===== src/rtl/mfcc_template_matcher_if.sv =====
// Bus interface for mfcc_template_matcher: feature-vector handshake,
// template write port and match result.
interface mfcc_template_matcher_if #(
    parameter int unsigned NUM_COEF  = 26,
    parameter int unsigned NUM_WORDS = 4,
    parameter int unsigned COEF_W    = 16,
    parameter int unsigned DIST_W    = 22
);
    localparam int unsigned WORD_IW = (NUM_WORDS > 1) ? $clog2(NUM_WORDS) : 1;
    localparam int unsigned COEF_IW = (NUM_COEF > 1) ? $clog2(NUM_COEF) : 1;

    logic [NUM_COEF-1:0][COEF_W-1:0] feature_in;
    logic                            feature_valid;
    logic                            feature_ready;
    logic                            tmpl_we;
    logic [WORD_IW-1:0]              tmpl_word;
    logic [COEF_IW-1:0]              tmpl_coef;
    logic [COEF_W-1:0]               tmpl_data;
    logic [WORD_IW-1:0]              match_id;
    logic [DIST_W-1:0]               match_dist;
    logic                            match_valid;
    logic                            match_found;

    modport master (
        output feature_in, feature_valid, tmpl_we, tmpl_word, tmpl_coef, tmpl_data,
        input  feature_ready, match_id, match_dist, match_valid, match_found
    );

    modport slave (
        input  feature_in, feature_valid, tmpl_we, tmpl_word, tmpl_coef, tmpl_data,
        output feature_ready, match_id, match_dist, match_valid, match_found
    );
endinterface


===== src/rtl/mfcc_template_matcher.sv =====
// Nearest-template matcher: sequential SAD of an MFCC vector against NUM_WORDS
// runtime-loaded templates. Optional macro MATCH_THRESHOLD_EN gates match_found.
module mfcc_template_matcher #(
    parameter int unsigned NUM_COEF  = 26,
    parameter int unsigned NUM_WORDS = 4,
    parameter int unsigned COEF_W    = 16,
    parameter int unsigned DIST_W    = 22
`ifdef MATCH_THRESHOLD_EN
    ,
    parameter logic [DIST_W-1:0] THRESHOLD = DIST_W'(20000)
`endif
) (
    input  logic                     clk,
    input  logic                     rst,
    mfcc_template_matcher_if.slave   bus
);
    localparam int unsigned WORD_IW = (NUM_WORDS > 1) ? $clog2(NUM_WORDS) : 1;
    localparam int unsigned COEF_IW = (NUM_COEF > 1) ? $clog2(NUM_COEF) : 1;
    localparam int unsigned DIFF_W  = COEF_W + 1;

    typedef enum logic [1:0] {IDLE, ACCUM, CMP, DONE} state_t;

    state_t                    r_state;
    logic signed [COEF_W-1:0]  r_feat [NUM_COEF];
    logic signed [COEF_W-1:0]  r_tmpl [NUM_WORDS][NUM_COEF];
    logic [COEF_IW-1:0]        r_coef;
    logic [WORD_IW-1:0]        r_word;
    logic [DIST_W-1:0]         r_acc;
    logic [DIST_W-1:0]         r_best_dist;
    logic [WORD_IW-1:0]        r_best_id;
    logic                      r_ready;
    logic                      r_match_valid;
    logic                      r_match_found;
    logic [WORD_IW-1:0]        r_match_id;
    logic [DIST_W-1:0]         r_match_dist;

    logic signed [COEF_W-1:0]  w_f;
    logic signed [COEF_W-1:0]  w_t;
    logic signed [DIFF_W-1:0]  w_diff;
    logic [DIFF_W-1:0]         w_absdiff;
    logic [DIST_W-1:0]         w_best_dist;
    logic [WORD_IW-1:0]        w_best_id;
    logic                      w_found;
    logic                      w_accept;
    logic                      w_wr_ok;

    // Per-cycle absolute difference, sign-extended one bit so it cannot wrap
    always_comb begin
        w_f       = r_feat[r_coef];
        w_t       = r_tmpl[r_word][r_coef];
        w_diff    = $signed({w_f[COEF_W-1], w_f}) - $signed({w_t[COEF_W-1], w_t});
        w_absdiff = w_diff[DIFF_W-1] ? DIFF_W'(-w_diff) : DIFF_W'(w_diff);
    end

    // Running minimum; strict compare keeps the lower index on ties
    always_comb begin
        w_best_dist = r_best_dist;
        w_best_id   = r_best_id;
        if (r_acc < r_best_dist) begin
            w_best_dist = r_acc;
            w_best_id   = r_word;
        end
`ifdef MATCH_THRESHOLD_EN
        w_found = (w_best_dist <= THRESHOLD);
`else
        w_found = 1'b1;
`endif
    end

    assign w_accept = (r_state == IDLE) && r_ready && bus.feature_valid;
    assign w_wr_ok  = (r_state == IDLE) && bus.tmpl_we
                      && (32'(bus.tmpl_word) < 32'(NUM_WORDS))
                      && (32'(bus.tmpl_coef) < 32'(NUM_COEF));

    // Template and feature storage survive reset
    always_ff @(posedge clk) begin
        if (w_wr_ok)
            r_tmpl[bus.tmpl_word][bus.tmpl_coef] <= bus.tmpl_data;
        if (!rst && w_accept) begin
            for (int i = 0; i < int'(NUM_COEF); i++)
                r_feat[i] <= bus.feature_in[i];
        end
    end

    always_ff @(posedge clk) begin
        if (rst) begin
            r_state       <= IDLE;
            r_ready       <= 1'b1;
            r_match_valid <= 1'b0;
            r_match_found <= 1'b0;
            r_match_id    <= '0;
            r_match_dist  <= '0;
            r_acc         <= '0;
            r_best_dist   <= '0;
            r_best_id     <= '0;
            r_coef        <= '0;
            r_word        <= '0;
        end else begin
            case (r_state)
                IDLE: begin
                    if (w_accept) begin
                        r_coef      <= '0;
                        r_word      <= '0;
                        r_acc       <= '0;
                        r_best_dist <= '1;
                        r_best_id   <= '0;
                        r_ready     <= 1'b0;
                        r_state     <= ACCUM;
                    end
                end
                ACCUM: begin
                    r_acc <= r_acc + DIST_W'(w_absdiff);
                    if (r_coef == COEF_IW'(NUM_COEF - 1))
                        r_state <= CMP;
                    else
                        r_coef <= r_coef + COEF_IW'(1);
                end
                CMP: begin
                    r_best_dist <= w_best_dist;
                    r_best_id   <= w_best_id;
                    r_acc       <= '0;
                    r_coef      <= '0;
                    if (r_word == WORD_IW'(NUM_WORDS - 1)) begin
                        r_match_valid <= 1'b1;
                        r_match_found <= w_found;
                        r_match_id    <= w_best_id;
                        r_match_dist  <= w_best_dist;
                        r_state       <= DONE;
                    end else begin
                        r_word  <= r_word + WORD_IW'(1);
                        r_state <= ACCUM;
                    end
                end
                DONE: begin
                    r_match_valid <= 1'b0;
                    r_match_found <= 1'b0;
                    r_ready       <= 1'b1;
                    r_state       <= IDLE;
                end
                default: r_state <= IDLE;
            endcase
        end
    end

    assign bus.feature_ready = r_ready;
    assign bus.match_valid   = r_match_valid;
    assign bus.match_found   = r_match_found;
    assign bus.match_id      = r_match_id;
    assign bus.match_dist    = r_match_dist;

endmodule

===== src/flat_wrapper.sv =====
// flat-port wrapper written by rule: the top's interface ports become plain ports
module mfcc_template_matcher_flat 
#(
    parameter int unsigned NUM_COEF  = 26,
    parameter int unsigned NUM_WORDS = 4,
    parameter int unsigned COEF_W    = 16,
    parameter int unsigned DIST_W    = 22

)
  (clk, rst, bus_feature_in, bus_feature_valid, bus_tmpl_we, bus_tmpl_word, bus_tmpl_coef, bus_tmpl_data, bus_feature_ready, bus_match_id, bus_match_dist, bus_match_valid, bus_match_found);
  mfcc_template_matcher_if #(.NUM_COEF(NUM_COEF), .NUM_WORDS(NUM_WORDS), .COEF_W(COEF_W), .DIST_W(DIST_W)) bus_i ();
  input  logic clk;
  input  logic rst;
  input wire logic [$bits(bus_i.feature_in)-1:0] bus_feature_in;
  input wire logic [$bits(bus_i.feature_valid)-1:0] bus_feature_valid;
  input wire logic [$bits(bus_i.tmpl_we)-1:0] bus_tmpl_we;
  input wire logic [$bits(bus_i.tmpl_word)-1:0] bus_tmpl_word;
  input wire logic [$bits(bus_i.tmpl_coef)-1:0] bus_tmpl_coef;
  input wire logic [$bits(bus_i.tmpl_data)-1:0] bus_tmpl_data;
  output wire logic [$bits(bus_i.feature_ready)-1:0] bus_feature_ready;
  output wire logic [$bits(bus_i.match_id)-1:0] bus_match_id;
  output wire logic [$bits(bus_i.match_dist)-1:0] bus_match_dist;
  output wire logic [$bits(bus_i.match_valid)-1:0] bus_match_valid;
  output wire logic [$bits(bus_i.match_found)-1:0] bus_match_found;
  assign bus_i.feature_in = bus_feature_in;
  assign bus_i.feature_valid = bus_feature_valid;
  assign bus_i.tmpl_we = bus_tmpl_we;
  assign bus_i.tmpl_word = bus_tmpl_word;
  assign bus_i.tmpl_coef = bus_tmpl_coef;
  assign bus_i.tmpl_data = bus_tmpl_data;
  assign bus_feature_ready = bus_i.feature_ready;
  assign bus_match_id = bus_i.match_id;
  assign bus_match_dist = bus_i.match_dist;
  assign bus_match_valid = bus_i.match_valid;
  assign bus_match_found = bus_i.match_found;
  mfcc_template_matcher #(.NUM_COEF(NUM_COEF), .NUM_WORDS(NUM_WORDS), .COEF_W(COEF_W), .DIST_W(DIST_W)) u_core (.clk(clk), .rst(rst), .bus(bus_i));
endmodule

===== config.mk =====
export PLATFORM = sky130hd
export DESIGN_NAME = mfcc_template_matcher_flat
export DESIGN_NICKNAME = d
export VERILOG_FILES = /design/src/rtl/mfcc_template_matcher_if.sv /design/src/rtl/mfcc_template_matcher.sv /design/src/flat_wrapper.sv
export SDC_FILE = /design/constraint.sdc
export NUM_CORES = 2
export LEC_CHECK = 0
export ABC_AREA = 1
export ABC_CLOCK_PERIOD_IN_PS = 60000
export BUFFER_PORTS_ARGS = -buffer_cell sky130_fd_sc_hd__buf_2
export CORE_MARGIN = 1
export CORE_UTILIZATION = 45
export CTS_CLUSTER_DIAMETER = 30
export CTS_CLUSTER_SIZE = 30
export DETAILED_ROUTE_END_ITERATION = 10
export PLACE_DENSITY = 0.69
export SYNTH_ARGS = -nofsm -noshare
export SYNTH_HDL_FRONTEND = slang
export SYNTH_SLANG_ARGS = --single-unit

===== constraint.sdc =====
create_clock -name clk -period 60 [get_ports clk]
set_input_delay 9 -clock clk [delete_from_list [all_inputs] [get_ports clk]]
set_output_delay 9 -clock clk [all_outputs]
set_load 0.03 [all_outputs]

# == Word level (Yosys, flattened, before mapping) ==
# Memory sizes are Yosys's and may differ from the RTL's. A register that Yosys moved wholly into a read port is not among the register bits.
# Cells that the tools add are included.
# totals
memories,2
output_inout_bits,27
reg_bits,81
input_bits,443
ramBits,2080
wordCells,89
# op_classes
n_mux,35
bitwise_logic,2
magnitude_cmp,5
n_reduce_logical,20
add_sub_neg,5
eq_ne,10
# mem_list
name,words,word_bits,read_ports,rd_ports_with_merged_regs,write_ports,line_no,text
u_core.r_tmpl,4,416,1,1,1,mfcc_template_matcher.sv:25,logic signed [COEF_W-1:0] r_tmpl [NUM_WORDS][NUM_COEF];
u_core.r_feat,26,16,1,1,26,mfcc_template_matcher.sv:24,logic signed [COEF_W-1:0] r_feat [NUM_COEF];
# ops
cell,count
$mux 416,1
$bmux 16 s5,1
$demux 16 s5,1
$mux 22,3
$pmux 22 s3,1
$mux 16,3
$pmux 22 s2,1
$add 22x17->22,1
$lt 22x22->1,1
$mux 5,4
$mux 17,1
$neg 17->17,1
$sub 16x16->17,1
$mux 2,8
$pmux 5 s3,1
$ge 6x6->1 const B,2
$not 5->6,2
$reduce_and 2->1,6
$pmux 2 s2,2
$pmux 2 s4,1
$eq 2x2->1 const B,3
$logic_and 1x1->1,6
$lt 6x1->1 const B,1
$ne 2x1->1 const B,3
13 further kinds,22

# == Longest topological paths before layout ==
# logic_depth
word_depth,9
depth_mapped,42
mapped_depth_nobuf,38

# == Worst setup path before layout ==
# OpenSTA, ideal clock, no wires.
# synth_timing
path_type,input to register
from,input port rst
to,"memory u_core.r_feat[0][0], enable pin"
path_slack_ns,32.197
path_buffers,2
setup_time_ns,1.206
t_arrival_ns,26.597
required_time_ns,58.794
cell_stages,3
path_cell_list,clkbuf_1 -> clkbuf_1 -> nor2_1
# synth_lines
item,line_no,text
"start, declared",flat_wrapper.sv:13,input logic rst;
"end, declared",mfcc_template_matcher.sv:24,

==> results_dict.tcl <==
set metrics [dict create \
    outcome "completed" \
    max_freq_ghz 0.0864 \
    reg2reg_slack_ns 51.71 \
    peakVddDrop_mv 0.0335 \
    cp_top_family "buffers and inverters" \
    cp_max_fo 188 \
    synth_top_area_frac 0.706 \
    critPathMostFrequentCell "buf_4" \
    async_flop_share 0 \
    worstSetupPathDepth 6 \
    leakage_nw 37.7 \
    arrival_ns 12.11 \
    ctsHoldBuffers 0 \
    yosysTopAreaCell "edfxtp_1" \
    drt_iter0_drc 7648 \
    fp-row-count 162 \
    numPortBuffers 469 \
    yosysUniqueCellTypes 47 \
    synth_seq_cells 2168 \
    skew_ns 0.104 \
    maxCapViolations 0 \
    drv_slew 0 \
    grt_antenna_before_repair 53 \
    cp-start-kind "input pin" \
    gp_congestion 0.889 \
    netlist_instances 7170 \
    start_util 0.453 \
    die_area_sq_um 198000 \
    cp_slowest_cell "buf_4" \
    synth_edf_count 2080 \
    whs_path_depth 2 \
    slowest_delay_ns 0.94 \
    first_pass_iters 6 \
    synth_flop_cell "edfxtp_1" \
    fin_crit_ns 11.58 \
    routedWlPerCell_um 23.6 \
    p_per_area_nw_per_um2 42.8 \
    die_y_um 445 \
    synth_most_common_cell "edfxtp_1" \
    synthTopCellsByArea "edfxtp_1 71%, o21ai_0 5.9%, nor2_1 5.7%, nand2_1 2.8%, dfxtp_1 2.0%" \
    io_pins 470 \
    remaining_drc_errors 0 \
    wirelength_um 253000 \
    cts.sinks 2168 \
    cts_inserted_buffers 409 \
    min-delay-path-class "flop to flop" \
    dp_hpwl_um 149000 \
    cts_tree "built" \
    placed_cells 9980 \
    grt_max_degree 227 \
    synth_common_cells "2,080 x edfxtp_1, 1,353 x nor2_1, 1,038 x o21ai_0, 651 x nand2_1, 327 x nand3_1" \
    core_sq_um 195000 \
    grt_pass1_vias 59600 \
    syn-num-nets 7675 \
    area_delta_synth_final_pct 21.3 \
    layout-drive-gt1-share 0.168 \
    grt_first_pass_wirelength_um 371000 \
    postSynthAreaPerCell_sq_um 12.3 \
    setup-violations-final 0 \
    required_ns 60.53 \
    overflow 0 \
    clk_pin_slew_ns 0.05 \
    cts_buffer_depth 4 \
    hold_viol_final 0 \
    crit_type "input pin to flop" \
    rsz0062_at_grt "false" \
    n_fill_cell 15400 \
    via_per_inst 5.75 \
    syn_area_sq_um 88500 \
    fin_crit_sh 0.193 \
    crit_chain "buf_2 -> buf_4 -> nor2_4 -> buf_4 -> buf_12 -> buf_4" \
    final_util 0.550 \
    die_w_um 445 \
    path_buf_inv 5 \
    vias 61900 \
    cts_root_buffer "clkbuf_16" \
    cp-end-kind "flop" \
    ant_nets 0 \
    ys_warn_count 0 \
    grt.total_usage 0.248 \
    layout.cells.non_filler 10800 \
    cts_setup_buffers 0 \
    slew_headroom 0.201 \
    clock_latency_ns 0.98 \
    htreeDepth 5 \
    cts_resized 0 \
    ys_seq_area_frac 0.726 \
    fin_nets 8272 \
    fin_setup_tns_ns 0 \
    worst_pin_slew_ns 1.20 \
    reg2reg_depth 36 \
]
## cell type report
type / instances / area, sq um / area share
Clock buffer: 440 / 10500 / 0.0977
Timing Repair Buffer: 650 / 3810 / 0.0355
Multi-Input combinational cell: 4338 / 21300 / 0.198
Tap cell: 2624 / 3280 / 0.0306
Inverter: 200 / 782 / 0.00729
Antenna cell: 37 / 92.6 / 0.000863
Clock inverter: 298 / 3360 / 0.0313
Sequential cell: 2168 / 64200 / 0.599
## registers in the layout, indices dropped and copies added, names as in the netlist, 5 cells and up, named ones only
| name | cells |
|---|---|
| u_core.r_tmpl | 1664 |
| u_core.r_feat | 416 |
| u_core.bus.match_dist | 22 |
| u_core.r_acc | 22 |
| u_core.r_best_dist | 22 |
| u_core.r_coef | 5 |
## power breakdown
| part | switching [mW] | internal, mW |
|---|---|---|
| Combinational | 0.426 | 0.164 |
| Sequential | 0.0188 | 1.70 |
| Clock | 0.766 | 1.52 |
| Total | 1.21 | 3.38 |
## metal layers
metal | track usage | part of all wire | up-vias
li1 | - | - | 27700
met1 | 0.317 | 0.38 | 30000
met2 | 0.395 | 0.48 | 3556
met3 | 0.0567 | 0.096 | 637
met4 | 0.130 | 0.052 | 20
met5 | 0 | 0.00052 | -
## cells in the final DEF (no fill, tap or decap), types with 185 or more instances in the layout
cell type	Yosys	routed
edfxtp_1	2080	2080
clkbuf_16	0	415
nand3_1	327	327
inv_1	188	185
o22ai_1	245	245
buf_2	146	453
nand2_1	651	648
buf_4	29	192
o21ai_0	1038	1038
nor2_1	1353	1350
## metrics by stage
stage          power [mW]  cell area [sq um]  hold slack, ns  setup slack [ns]
3_5_place_dp         2.32              93400           0.464             47.57
4_1_cts              4.60             107000           0.471             48.54
5_1_grt              4.74             107000           0.510             48.29
3_3_place_gp         2.31              93400           0.451             47.61
6_report             4.59             107000           0.474             48.42
2_1_floorplan        2.14              88500           0.445             32.20
## worst register-to-register path, delay by kind of cell (launching register included)
kind	cells	cell delay, ns
and+or+nand+nor	20	3.04
adders and majority gates	3	0.86
DFF	1	0.73
buffers and inverters	8	2.64
AOI/OAI and AO/OA	5	0.95
## worst paths after layout
path | from | endpoint
worst max-delay path | rst | u_core.r_feat[10][3]
worst min-delay path | u_core.r_best_id[0] | u_core.r_best_id[0]
worst max register to register | flop | u_core.r_acc[16]
worst min register to register | u_core.r_best_id[0] | u_core.r_best_id[0]
## logic make-up after synthesis
logic type               Yosys count  share of synthesized area
adder cells (fa/ha/maj)           62                    0.00894
buffers and inverters            664                     0.0342
flip-flops                      2168                      0.726
AO/OA/AOI/OAI                   1846                      0.120
XOR/XNOR                          12                    0.00119
AND/OR/NAND/NOR                 2418                      0.110
No activity file was read; power rests on OpenSTA's default activity.
